File: src/rtl/fp_acc_pkg.sv
// Shared types and FP32 field positions for the sequential FP32 accumulator.
// Contents: FSM state enum, FP32 bit-field localparams, canonical +0 constant,
//           and a small helper that tests for a zero exponent (zero/denormal).
package fp_acc_pkg;

   typedef enum logic [1:0] {
      IDLE = 2'd0,
      ACC  = 2'd1,
      DONE = 2'd2
   } state_t;

   localparam int SIGN   = 31;
   localparam int EXP_HI = 30;
   localparam int EXP_LO = 23;
   localparam int MAN_W  = 23;

   localparam logic [31:0] FP32_POS_ZERO = 32'h0000_0000;

   // Zero exponent covers both true zero and denormals; both are flushed to zero here.
   function automatic logic exp_is_zero(input logic [31:0] v);
      return (v[EXP_HI:EXP_LO] == 8'h00);
   endfunction

endpackage

File: src/rtl/fp_acc_bypass.sv
// Combinational next-accumulator select for the FP32 accumulator.
// Ports: acc (current sum), in_data (sample), add_res (adder result) -> next.
// Covers the cases the adder cannot: zero/denormal operands and exact cancellation.
module fp_acc_bypass
   import fp_acc_pkg::*;
(
   input  logic [31:0] acc,
   input  logic [31:0] in_data,
   input  logic [31:0] add_res,
   output logic [31:0] next
);

   logic w_in_zero;
   logic w_acc_zero;
   logic w_cancel;

   assign w_in_zero  = exp_is_zero(in_data);
   assign w_acc_zero = exp_is_zero(acc);
   // Equal magnitude with opposite signs sums to exactly +0.
   assign w_cancel   = (acc[EXP_HI:0] == in_data[EXP_HI:0]) && (acc[SIGN] != in_data[SIGN]);

   always_comb begin
      next = add_res;
      if (w_in_zero) begin
         next = acc;
      end else if (w_acc_zero) begin
         next = w_in_zero ? FP32_POS_ZERO : in_data;
      end else if (w_cancel) begin
         next = FP32_POS_ZERO;
      end
   end

endmodule

File: src/rtl/fp_accum_seq.sv
// Sequential FP32 frame accumulator wrapped around an external combinational FP32 adder.
// Ports: start/len begin a frame; in_valid/in_ready/in_data carry samples; add_a/add_b/add_res
//        talk to the adder; out_valid/out_ready/out_data return the sum; busy = not IDLE.
// Optional: FPACC_ABORT_EN adds an abort input that drops the frame from ACC or DONE.
module fp_accum_seq
   import fp_acc_pkg::*;
#(
   parameter int LEN_W = 8
) (
   input  logic             clk,
   input  logic             rst_n,
   input  logic             start,
   input  logic [LEN_W-1:0] len,
   input  logic             in_valid,
   input  logic [31:0]      in_data,
   output logic             in_ready,
   output logic [31:0]      add_a,
   output logic [31:0]      add_b,
   input  logic [31:0]      add_res,
   output logic             out_valid,
   output logic [31:0]      out_data,
   input  logic             out_ready,
`ifdef FPACC_ABORT_EN
   input  logic             abort,
`endif
   output logic             busy
);

   state_t           r_state;
   logic [31:0]      r_acc;
   logic [LEN_W-1:0] r_cnt;
   logic             r_out_valid;
   logic [31:0]      r_out_data;

   state_t           w_state_nxt;
   logic [31:0]      w_acc_nxt;
   logic [LEN_W-1:0] w_cnt_nxt;
   logic             w_out_valid_nxt;
   logic [31:0]      w_out_data_nxt;
   logic [31:0]      w_bypass_next;

   fp_acc_bypass u_bypass (
      .acc     (r_acc),
      .in_data (in_data),
      .add_res (add_res),
      .next    (w_bypass_next)
   );

   always_ff @(posedge clk or negedge rst_n) begin
      if (!rst_n) begin
         r_state     <= IDLE;
         r_acc       <= FP32_POS_ZERO;
         r_cnt       <= '0;
         r_out_valid <= 1'b0;
         r_out_data  <= FP32_POS_ZERO;
      end else begin
         r_state     <= w_state_nxt;
         r_acc       <= w_acc_nxt;
         r_cnt       <= w_cnt_nxt;
         r_out_valid <= w_out_valid_nxt;
         r_out_data  <= w_out_data_nxt;
      end
   end

   always_comb begin
      w_state_nxt     = r_state;
      w_acc_nxt       = r_acc;
      w_cnt_nxt       = r_cnt;
      w_out_valid_nxt = r_out_valid;
      w_out_data_nxt  = r_out_data;
      case (r_state)
         IDLE: begin
            if (start) begin
               w_acc_nxt = FP32_POS_ZERO;
               w_cnt_nxt = len;
               if (len == '0) begin
                  // Empty frame: report +0 straight away.
                  w_state_nxt     = DONE;
                  w_out_valid_nxt = 1'b1;
                  w_out_data_nxt  = FP32_POS_ZERO;
               end else begin
                  w_state_nxt = ACC;
               end
            end
         end
         ACC: begin
            if (in_valid) begin
               w_acc_nxt = w_bypass_next;
               w_cnt_nxt = r_cnt - LEN_W'(1);
               if (r_cnt == LEN_W'(1)) begin
                  // Last beat: the final sum goes straight into the output register.
                  w_state_nxt     = DONE;
                  w_out_valid_nxt = 1'b1;
                  w_out_data_nxt  = w_bypass_next;
               end
            end
         end
         DONE: begin
            if (out_ready) begin
               w_state_nxt     = IDLE;
               w_out_valid_nxt = 1'b0;
            end
         end
         default: begin
            w_state_nxt     = IDLE;
            w_out_valid_nxt = 1'b0;
         end
      endcase
`ifdef FPACC_ABORT_EN
      // Abort wins over a same-cycle beat or out_ready.
      if (abort && (r_state != IDLE)) begin
         w_state_nxt     = IDLE;
         w_acc_nxt       = FP32_POS_ZERO;
         w_cnt_nxt       = '0;
         w_out_valid_nxt = 1'b0;
      end
`endif
   end

   assign in_ready  = (r_state == ACC);
   assign busy      = (r_state != IDLE);
   assign out_valid = r_out_valid;
   assign out_data  = r_out_data;
   assign add_a     = r_acc;
   assign add_b     = in_data;

endmodule

File: config.mk
export PLATFORM = sky130hd
export DESIGN_NAME = fp_accum_seq
export DESIGN_NICKNAME = d
export VERILOG_FILES = /design/src/rtl/fp_acc_pkg.sv /design/src/rtl/fp_acc_bypass.sv /design/src/rtl/fp_accum_seq.sv
export SDC_FILE = /design/constraint.sdc
export NUM_CORES = 1
export LEC_CHECK = 0
export ABC_AREA = 1
export BUFFER_PORTS_ARGS = -buffer_cell sky130_fd_sc_hd__buf_2
export CAP_MARGIN = 20
export CORE_MARGIN = 2
export CORE_UTILIZATION = 51
export CTS_CLUSTER_SIZE = 8
export DETAILED_ROUTE_END_ITERATION = 10
export GPL_TIMING_DRIVEN = 0
export HOLD_SLACK_MARGIN = 0.12
export PLACE_DENSITY = 0.82
export SLEW_MARGIN = 20
export SYNTH_ARGS = -nofsm -noshare
export SYNTH_HDL_FRONTEND = slang
export SYNTH_SLANG_ARGS = --single-unit
File: constraint.sdc
create_clock -name clk -period 2.2 [get_ports clk]
set_clock_uncertainty 0.1 [all_clocks]
set_input_delay 0.44 -clock clk [delete_from_list [all_inputs] [get_ports clk]]
set_output_delay 0.44 -clock clk [all_outputs]
set_load 0.1 [all_outputs]
* Yosys cells after proc, flatten, opt, wreduce, memory -nomap -nowiden
Index checks and enable logic that the tools add are counted.
Word-level totals: bits in registers 75
Operators by class: add/sub/neg operators 1, eq/ne operators 10, multiplexer cells 26, reductions and logical operators 11
Operators by type and width (count):
- 32-bit 2-to-1 mux | 9
- 32-bit case mux with 2 select lines | 2
- 31-bit equality test | 1
- 8-bit zero test | 3
- 8-bit 2-to-1 mux | 2
- 8-bit case mux with 2 select lines | 1
- 2-bit 2-to-1 mux | 5
- 5-bit AND reduction | 2
- 8-bit by 1-bit equality test with 1-bit output, second input constant | 1
- 2-bit != test, second input constant | 4
- 8-bit by 1-bit subtractor with 8-bit output, second input constant | 1
- 2-bit case mux with 3 select lines | 1
- 1-bit 2-to-1 mux | 5
- 4-bit AND reduction | 1
- 2-bit nonzero test | 2
- 1-bit case mux with 3 select lines | 1
- 3-bit AND reduction | 1
- 2-bit by 1-bit equality test with 1-bit output, second input constant | 1
- 2-bit equality test, second input constant | 1
- 2-bit zero test | 1
- 2-bit by 1-bit != test with 1-bit output, second input constant | 1
- 1-bit logical AND | 1
- 1-bit != test | 1

* Depth between registers and ports, before layout
Gate-level depths: netlist of run 1.
depth after elaboration 8, mapped depth 13

* Hierarchy
A second synthesis of run 1 with hierarchy kept.
Second synthesis, totals: cells, all modules 742, area, all modules 5147.4 um2
Modules (own cells, without submodules):
- fp_accum_seq | instances 1, cells an instance 435, area an instance 3611.0 um2, seq. area each 1876.8 um2
- fp_acc_bypass | instances 1, cells an instance 307, area an instance 1536.5 um2, seq. area each 0.0 um2

* Worst setup path after synthesis of run 1
No wires, ideal clock.
kind reg2reg, from register r_acc[29], in the netlist add_a[29], to register r_acc[29], in the netlist add_a[29], arrival 1.905 ns, setup slack 0.075 ns, stages on the path, launching flop included 12, clock period less this slack 2.125 ns, path through dfrtp_1 xnor2_1 nand2_1 nor2_1 nand2_1 nor2_1 nand2_1 buf_2 nand2_1 nand2_1 nand3_1 nand2_1
On the way: cells in the longest elaborated chain, start to end 7
RTL lines:
- from (decl) | line fp_accum_seq.sv:30 | logic [31:0] r_acc;
- from (signal assigned) | line fp_accum_seq.sv:58 | r_acc <= w_acc_nxt;
- 31-bit equality test | line fp_acc_bypass.sv:20 | assign w_cancel = (acc[EXP_HI:0] == in_data[EXP_HI:0]) && (acc[SIGN] != in_data[SIGN]);
- 1-bit logical AND | line fp_acc_bypass.sv:20
- 32-bit 2-to-1 mux | line fp_acc_bypass.sv:28 | end else if (w_cancel) begin
- 32-bit 2-to-1 mux | line fp_acc_bypass.sv:26 | end else if (w_acc_zero) begin
- 32-bit 2-to-1 mux * | line fp_acc_bypass.sv:24 | if (w_in_zero) begin
- 32-bit 2-to-1 mux * | line fp_accum_seq.sv:87 | if (in_valid) begin
- 32-bit case mux with 2 select lines * | line fp_accum_seq.sv:71 | case (r_state)
Mark *: on every way between the ends. The rest lies on a longest branch, timed or not. The select of a mux whose other input is x is not followed. A chain may end at the register's enable or synchronous reset.

* Final worst setup path of run 1
from register r_state[1], to output port in_ready
On the way: cells in the longest elaborated chain, start to end 1
RTL lines:
- from (decl) | line fp_accum_seq.sv:29 | state_t r_state;
- from (signal assigned) | line fp_accum_seq.sv:57 | r_state <= w_state_nxt;
- 2-bit by 1-bit equality test with 1-bit output | line fp_accum_seq.sv:120 | assign in_ready = (r_state == ACC);
- to (decl) | line fp_accum_seq.sv:16 | output logic in_ready,
Every way passes these cells.

==> impl_metrics.csv, run 1 <==
group,metric,value,unit
critical_path,crit_required,1.66,ns
critical_path,r2r_slack,0.16,ns
critical_path,critical_path_class,"flip-flop to output pin",
route,vias,5295,
final_layout,synthToLayoutAreaGrowth,25.96,%
global_route,antenna_found_initial,0,
yosys,ys_seq_area_frac,0.3818,
die,die-area,0.01044,mm²
final_layout,final_common_cell,"nand2_1",
critical_path,slowest_stage,"dfrtp_1",
clocking,post_cts_buffers,0,
die,core,0.009284,mm²
timing,rsz0062_at_grt,"false",
die,fp.dieW,102.2,µm
clocking,htreeDepth,3,
die,initial_core_util,0.5295,
clocking,cts.reportedPaths.clkPinSlew,0.09,ns
global_route,grt-ovfl-total,0,
timing,setup_ws,0.1486,ns
clocking,clk_latency,0.36,ns
global_route,grt_pass1_wl,23.57,mm
critical_path,crit_path_start_kind,"flip-flop",
yosys,synth_nets,809,
timing,hold_viol,0,
final_layout,final_util,0.6670,
final_layout,nets,997,
route,first_pass_iters,5,
die,die_y,102.2,µm
final_layout,nFillCells,880,
route,totalWireLength,15.00,mm
clocking,cts_inserted_buffers,9,
critical_path,crit_chain,"inv_1, nand2_1, inv_1, clkbuf_4, buf_8",
timing,finalCriticalPeriod,2.051,ns
timing,setup_violations,0,
global_route,gr-usage-all-layers,0.2916,
clocking,cts-root-buf,"clkbuf_8",
timing,slew_violations,0,
route,wire_per_inst,14.26,µm
critical_path,crit_fanout,10,
yosys,ys_ff_latch,75,
critical_path,crit_top_cell,"inv_1",
yosys,syn_inst,730,
clocking,cts_tree,"yes",
route,ant_nets,0,
timing,tns,0,ns
global_route,grt_start_max_net_pins,51,
worst_hold_path,min_path_type,"primary input to flip-flop",
timing,tightest_slew,0.6018,ns
timing,fin_hold_ws,0.2497,ns
place,place_congestion,0.9083,
die,rows,35,
critical_path,end_kind,"output pin",
critical_path,cpPeakStageDelay,0.39,ns
final_layout,layout-drive-gt1-share,0.2839,
status,outcome,"completed",
yosys,syn_avg_cell_area,6.734,µm²
die,num_io_pins,176,
global_route,grt_pass1_vias,4897,
route,first_iter_violations,260,
flow_run,maxCapViolations,0,
final_layout,mostFrequentLayoutCells,"nand2_1, buf_2, inv_1",
timing,timing.slew.headroom,0.5988,
yosys,yosys_warnings,0,
timing,fin_crit_sh,0.9325,
critical_path,arrival,1.51,ns
yosys,synth.distinct_cells,27,
clocking,clock_sinks,75,
route,route.detailed.drc,0,
place,io_buffers,175,
timing,fmax,0.4875,GHz
final_layout,antenna_cells,0,
route,avgViaCountPerCell,5.033,
yosys,syn_area,0.004916,mm²
place,dpl.hpwl,11.33,mm
place,dpl_worst_slack,0.1642,ns
clocking,clockBufferDepth,2,
[critical path: cells and delay by family (launching register included)]
kind	cells	cell delay [ns]
buffers and inverters	4	0.63
DFF	1	0.39
and+or+nand+nor	1	0.14
[cell families after synthesis]
family                     share of synthesized area
and+or+nand+nor                               0.3187
buffers and inverters                         0.1532
AOI/OAI and AO/OA                            0.09315
DFF                                           0.3818
xor gates and xnor gates                     0.04810
adders and majority gates                   0.005090
[final cells by class]
cell class,instances,area (µm²),share of cell area
well taps,129,161.4,0.02607
clock inverters,6,46.29,0.007476
flip-flops and latches,75,1877,0.3031
inverters,88,330.3,0.05334
repair buffers,177,925.9,0.1495
multi-input cells,501,2286,0.3692
plain buffers,66,427.9,0.06910
clock buffers,10,137.6,0.02223
[flip-flops by register name, summed over array words and instances (netlist names)]
register and count:
out_valid 1, r_state 2, add_a 32, r_cnt 8
out_data 32
[synthesized netlist by cell type, drive strengths merged]
cell type    n  area [µm²]
inv         88       330.3
and2         1       6.260
dfrtp       75        1877
a32o         1       10.01
xnor2       26       227.7
nand2      253       949.7
or3          1       6.260
a31oi        1       6.260
xor2         1       8.760
buf         62       407.9
clkbuf       4       15.01
nor3b        1       7.510
a21oi       67       346.6
ha           2       25.02
o211ai       2       15.01
o21ai       16       80.07
nor4         3       18.77
nand3       68       340.3
nand4        3       18.77
nor3         2       10.01
nor2        53       209.0
[through the flow]
stage,area (µm²),cells
4_1_cts,6180,1052
6_report,6192,1052
3_3_place_gp,5953,1034
5_1_grt,6192,1052
3_5_place_dp,5983,1035
2_1_floorplan,4916,730
[routing by layer]
layer,share of wire,vias to the layer above,GRT usage
met5,0,-,0
met2,0.48,232,0.4767
li1,-,2606,-
met4,0.027,0,0.1200
met1,0.41,2423,0.3829
met3,0.077,34,0.05472
[timing repair]
action,4_1_cts,5_1_grt
hold endpoints to repair,25,0
setup endpoints to repair,1,2
gates resized for setup,1,4
hold buffers,1,0
pin swaps,0,0
[final timing paths]
kind	from	end	cells after the start
max	r_state[1]	in_ready	5
min	len[2]	r_cnt[2]	3
max reg2reg	r_cnt[1]	out_data[16]	10
min reg2reg	out_data[13]	out_data[13]	2
max in group asynchronous	rst_n	add_a[15]	3
min in group asynchronous	rst_n	add_a[22]	2
Power of run 1 is left out: the tool's default activity adds up to more than one toggle a clock period on the data nets, which glitch-free logic cannot reach.
==> run 2: changes to the inputs <==
Settings changed: CORE_MARGIN 2 to unset, PLACE_DENSITY 0.82 to 0.84.
==> impl_metrics.csv, run 2 (synthesis gave the netlist of run 1 again) <==
group,metric,value,unit
route,first_iter_violations,332,
place,place_congestion,0.9895,
final_layout,nFillCells,867,
place,dpl.hpwl,11.08,mm
clocking,clk_latency,0.35,ns
timing,rsz0062_at_grt,"false",
timing,tns,0,ns
timing,hold_viol,0,
critical_path,crit_required,1.66,ns
critical_path,crit_path_start_kind,"flip-flop",
clocking,htreeDepth,3,
timing,finalCriticalPeriod,2.103,ns
route,ant_nets,0,
timing,setup_violations,0,
timing,fin_hold_ws,0.2566,ns
final_layout,antenna_cells,0,
final_layout,mostFrequentLayoutCells,"nand2_1, buf_2, inv_1",
final_layout,final_common_cell,"nand2_1",
route,route.detailed.drc,0,
clocking,post_cts_buffers,0,
global_route,grt_pass1_wl,23.31,mm
die,core,0.009284,mm²
clocking,cts_inserted_buffers,9,
route,first_pass_iters,5,
die,rows,35,
die,fp.dieW,100.2,µm
final_layout,layout-drive-gt1-share,0.2820,
timing,tightest_slew,0.5500,ns
critical_path,critical_path_class,"flip-flop to output pin",
die,num_io_pins,176,
clocking,cts.reportedPaths.clkPinSlew,0.08,ns
critical_path,r2r_slack,0.14,ns
critical_path,crit_fanout,10,
timing,slew_violations,0,
critical_path,crit_end,"in_ready",
clocking,cts-root-buf,"clkbuf_8",
clocking,clock_sinks,75,
clocking,cts_tree,"yes",
critical_path,rr_startpoint,"r_cnt[1]",
die,die-area,0.01004,mm²
route,wire_per_inst,14.07,µm
route,totalWireLength,14.79,mm
final_layout,nets,997,
critical_path,ff2ff_path_depth,9,
global_route,grt-ovfl-total,0,
status,outcome,"completed",
timing,timing.slew.headroom,0.6333,
timing,fin_crit_sh,0.9560,
global_route,gr-usage-all-layers,0.3015,
critical_path,startpoint,"r_state[1]",
global_route,grt_pass1_vias,4850,
die,die_y,100.2,µm
route,avgViaCountPerCell,5.053,
timing,fmax,0.4755,GHz
flow_run,maxCapViolations,0,
critical_path,end_kind,"output pin",
clocking,clockBufferDepth,2,
worst_hold_path,min_path_type,"primary input to flip-flop",
die,initial_core_util,0.5295,
global_route,grt_start_max_net_pins,41,
route,vias,5311,
critical_path,arrival,1.56,ns
global_route,antenna_found_initial,0,
critical_path,rr_endpoint,"out_data[30]",
place,io_buffers,175,
final_layout,synthToLayoutAreaGrowth,26.57,%
[run 2: cell types whose count changed in the layout (fill, tap and decap cells not counted), sizes merged]
| cell | before | now |
|---|---|---|
| buf | 236 | 238 |
| bufinv | 0 | 3 |
| clkbuf | 16 | 14 |
| clkinv | 2 | 1 |
| clkinvlp | 2 | 1 |
| inv | 90 | 88 |
[run 2: cell type report]
cell class	instances	area, µm²	area share
multi-input combinational	501	2286	0.3674
clock buffer	10	127.6	0.02051
buffer	66	422.9	0.06797
clock inverter	5	102.6	0.01649
inverter	88	330.3	0.05309
tap	129	161.4	0.02594
sequential	75	1877	0.3016
timing repair buffer	177	914.6	0.1470
[run 2: worst min path at each step]
stage | start | end | slack [ns] | depth (start not counted)
6_report | out_ready | r_state[1] | 0.26 | 3
5_1_grt | len[5] | r_cnt[5] | 0.28 | 3
4_1_cts | out_ready | r_state[1] | 0.26 | 3
3_5_place_dp | rst_n | out_data[21] | 0.36 | 1
3_3_place_gp | out_data[22] | out_data[22] | 0.36 | 2
2_1_floorplan | rst_n | add_a[0] | 0.04 | 0
[run 2: repair_timing]
item | in CTS | in global routing
gates resized for setup | 1 | 1
endpoints found under the setup margin | 1 | 1
hold endpoints to repair | 39 | 0
hold buffers | 1 | 0
[run 2: metrics by stage]
| step | area [µm²] | setup slack (ns) | util | instances |
|---|---|---|---|---|
| floorplan | 4916 | 0.07490 | - | 730 |
| global placement | 5953 | 0.06383 | 0.6412 | 1034 |
| detailed placement | 5976 | 0.1553 | 0.6437 | 1035 |
| CTS | 6218 | 0.05831 | 0.6698 | 1051 |
| global route | 6222 | 0.006536 | 0.6702 | 1051 |
| finish | 6222 | 0.09680 | 0.6702 | 1051 |
[run 2: layer usage]
metal	up-vias	global-route usage	wire, µm
met4	0	0.1126	409
met5	-	0	0
li1	2608	-	-
met3	41	0.04457	977
met2	230	0.5148	7099
met1	2432	0.3880	6301
[run 2: critical path, stage by stage (launching register included)]
cell and delay [ns]:
dfrtp_1 0.38, inv_1 0.10, nand2_1 0.15, inv_1 0.10, buf_2 0.22, buf_6 0.25
Power of run 2 is left out for the same reason.
==> run 3: changes to the inputs <==
Settings changed: CORE_MARGIN set to 2, PLACE_DENSITY 0.84 to 0.9.
==> impl_metrics.csv, run 3 (synthesis gave the netlist of run 1 again) <==
group,metric,value,unit
critical_path,arrival,1.53,ns
route,wire_per_inst,14.23,µm
timing,rsz0062_at_grt,"false",
global_route,antenna_found_initial,0,
die,num_io_pins,176,
route,vias,5329,
timing,hold_viol,0,
clocking,cts_inserted_buffers,9,
final_layout,mostFrequentLayoutCells,"nand2_1, buf_2, inv_1",
critical_path,ff2ff_path_depth,9,
critical_path,rr_startpoint,"r_cnt[1]",
critical_path,rr_endpoint,"out_data[25]",
final_layout,final_cells,1052,
worst_hold_path,min_path_type,"primary input to flip-flop",
worst_hold_path,whs_endpoint,"r_cnt[2]",
die,die-area,0.01044,mm²
clocking,post_cts_buffers,0,
die,core,0.009284,mm²
final_layout,synthToLayoutAreaGrowth,26.14,%
place,place_congestion,0.9552,
place,dpl.hpwl,11.16,mm
global_route,gr-usage-all-layers,0.2897,
critical_path,crit_required,1.66,ns
global_route,grt_pass1_wl,23.26,mm
critical_path,critical_path_class,"flip-flop to output pin",
die,initial_core_util,0.5295,
timing,fin_crit_sh,0.9413,
critical_path,crit_path_start_kind,"flip-flop",
global_route,grt-ovfl-total,0,
critical_path,r2r_slack,0.20,ns
worst_hold_path,holdPathStages,3,
place,dpl_cell_area,0.005983,mm²
clocking,cts-root-buf,"clkbuf_8",
timing,finalCriticalPeriod,2.071,ns
final_layout,fin_area,0.006201,mm²
worst_hold_path,hold_start,"len[2]",
route,first_pass_iters,5,
final_layout,layout-drive-gt1-share,0.2817,
clocking,clk_latency,0.36,ns
global_route,grt_pass1_vias,4928,
die,fp.dieW,102.2,µm
clocking,cts.reportedPaths.clkPinSlew,0.08,ns
route,first_iter_violations,379,
final_layout,nets,997,
clocking,clock_sinks,75,
clocking,clockBufferDepth,2,
route,avgViaCountPerCell,5.066,
clocking,cts_tree,"yes",
final_layout,antenna_cells,0,
timing,setup_violations,0,
timing,tightest_slew,0.5479,ns
timing,timing.slew.headroom,0.6347,
timing,tns,0,ns
route,ant_nets,0,
global_route,grt_start_max_net_pins,54,
route,totalWireLength,14.97,mm
flow_run,maxCapViolations,0,
timing,fin_hold_ws,0.2528,ns
die,die_y,102.2,µm
final_layout,final_common_cell,"nand2_1",
critical_path,end_kind,"output pin",
timing,fmax,0.4829,GHz
route,route.detailed.drc,0,
die,rows,35,
timing,slew_violations,0,
place,dp_cells,1035,
critical_path,crit_fanout,10,
place,io_buffers,175,
status,outcome,"completed",
clocking,htreeDepth,3,
[run 3: through the flow]
step                      setup slack [ns]  utilization
after floorplan                    0.07490            -
after global placement             0.04432       0.6412
after detailed placement            0.2347       0.6445
after CTS                          0.02572       0.6668
after global routing              0.009492       0.6679
final                               0.1291       0.6679
[run 3: layout make-up]
cell class                 instances  area (µm²)
clock buffer                      12       145.1
buffer                            66       425.4
inverter                          88       330.3
multi-input combinational        501        2286
clock inverter                     4       50.05
fill                             852        3083
tap                              129       161.4
timing repair buffer             177       925.9
sequential                        75        1877
[run 3: what timing repair did]
| action | CTS | global route |
|---|---|---|
| hold buffers | 1 | 0 |
| endpoints found under the hold margin | 22 | 0 |
| resized for setup | 1 | 3 |
| setup endpoints to repair | 1 | 1 |
| pin swaps | 0 | 0 |
[run 3: worst max path at each step]
stage / startpoint / to / cells past startpoint
2_1_floorplan: add_a[29] / add_a[29] / 11
3_5_place_dp: in_data[8] / out_data[25] / 12
5_1_grt: r_state[1] / in_ready / 5
6_report: r_state[1] / in_ready / 5
3_3_place_gp: rst_n / out_data[11] / 1
4_1_cts: r_state[1] / in_ready / 5
[run 3: worst max-delay path, stage by stage, from the launching register on]
cell and delay [ns]:
dfrtp_1 0.39, inv_1 0.11, nand2_1 0.14, inv_1 0.12
clkbuf_4 0.21, buf_8 0.21
[run 3: per-layer routing]
| metal | wire length, µm | track usage | up-vias |
|---|---|---|---|
| li1 | - | - | 2615 |
| met1 | 5935 | 0.3655 | 2403 |
| met2 | 7200 | 0.4853 | 275 |
| met3 | 1410 | 0.05746 | 36 |
| met4 | 425 | 0.1251 | 0 |
| met5 | 0 | 0 | - |
Power of run 3 is left out for the same reason.
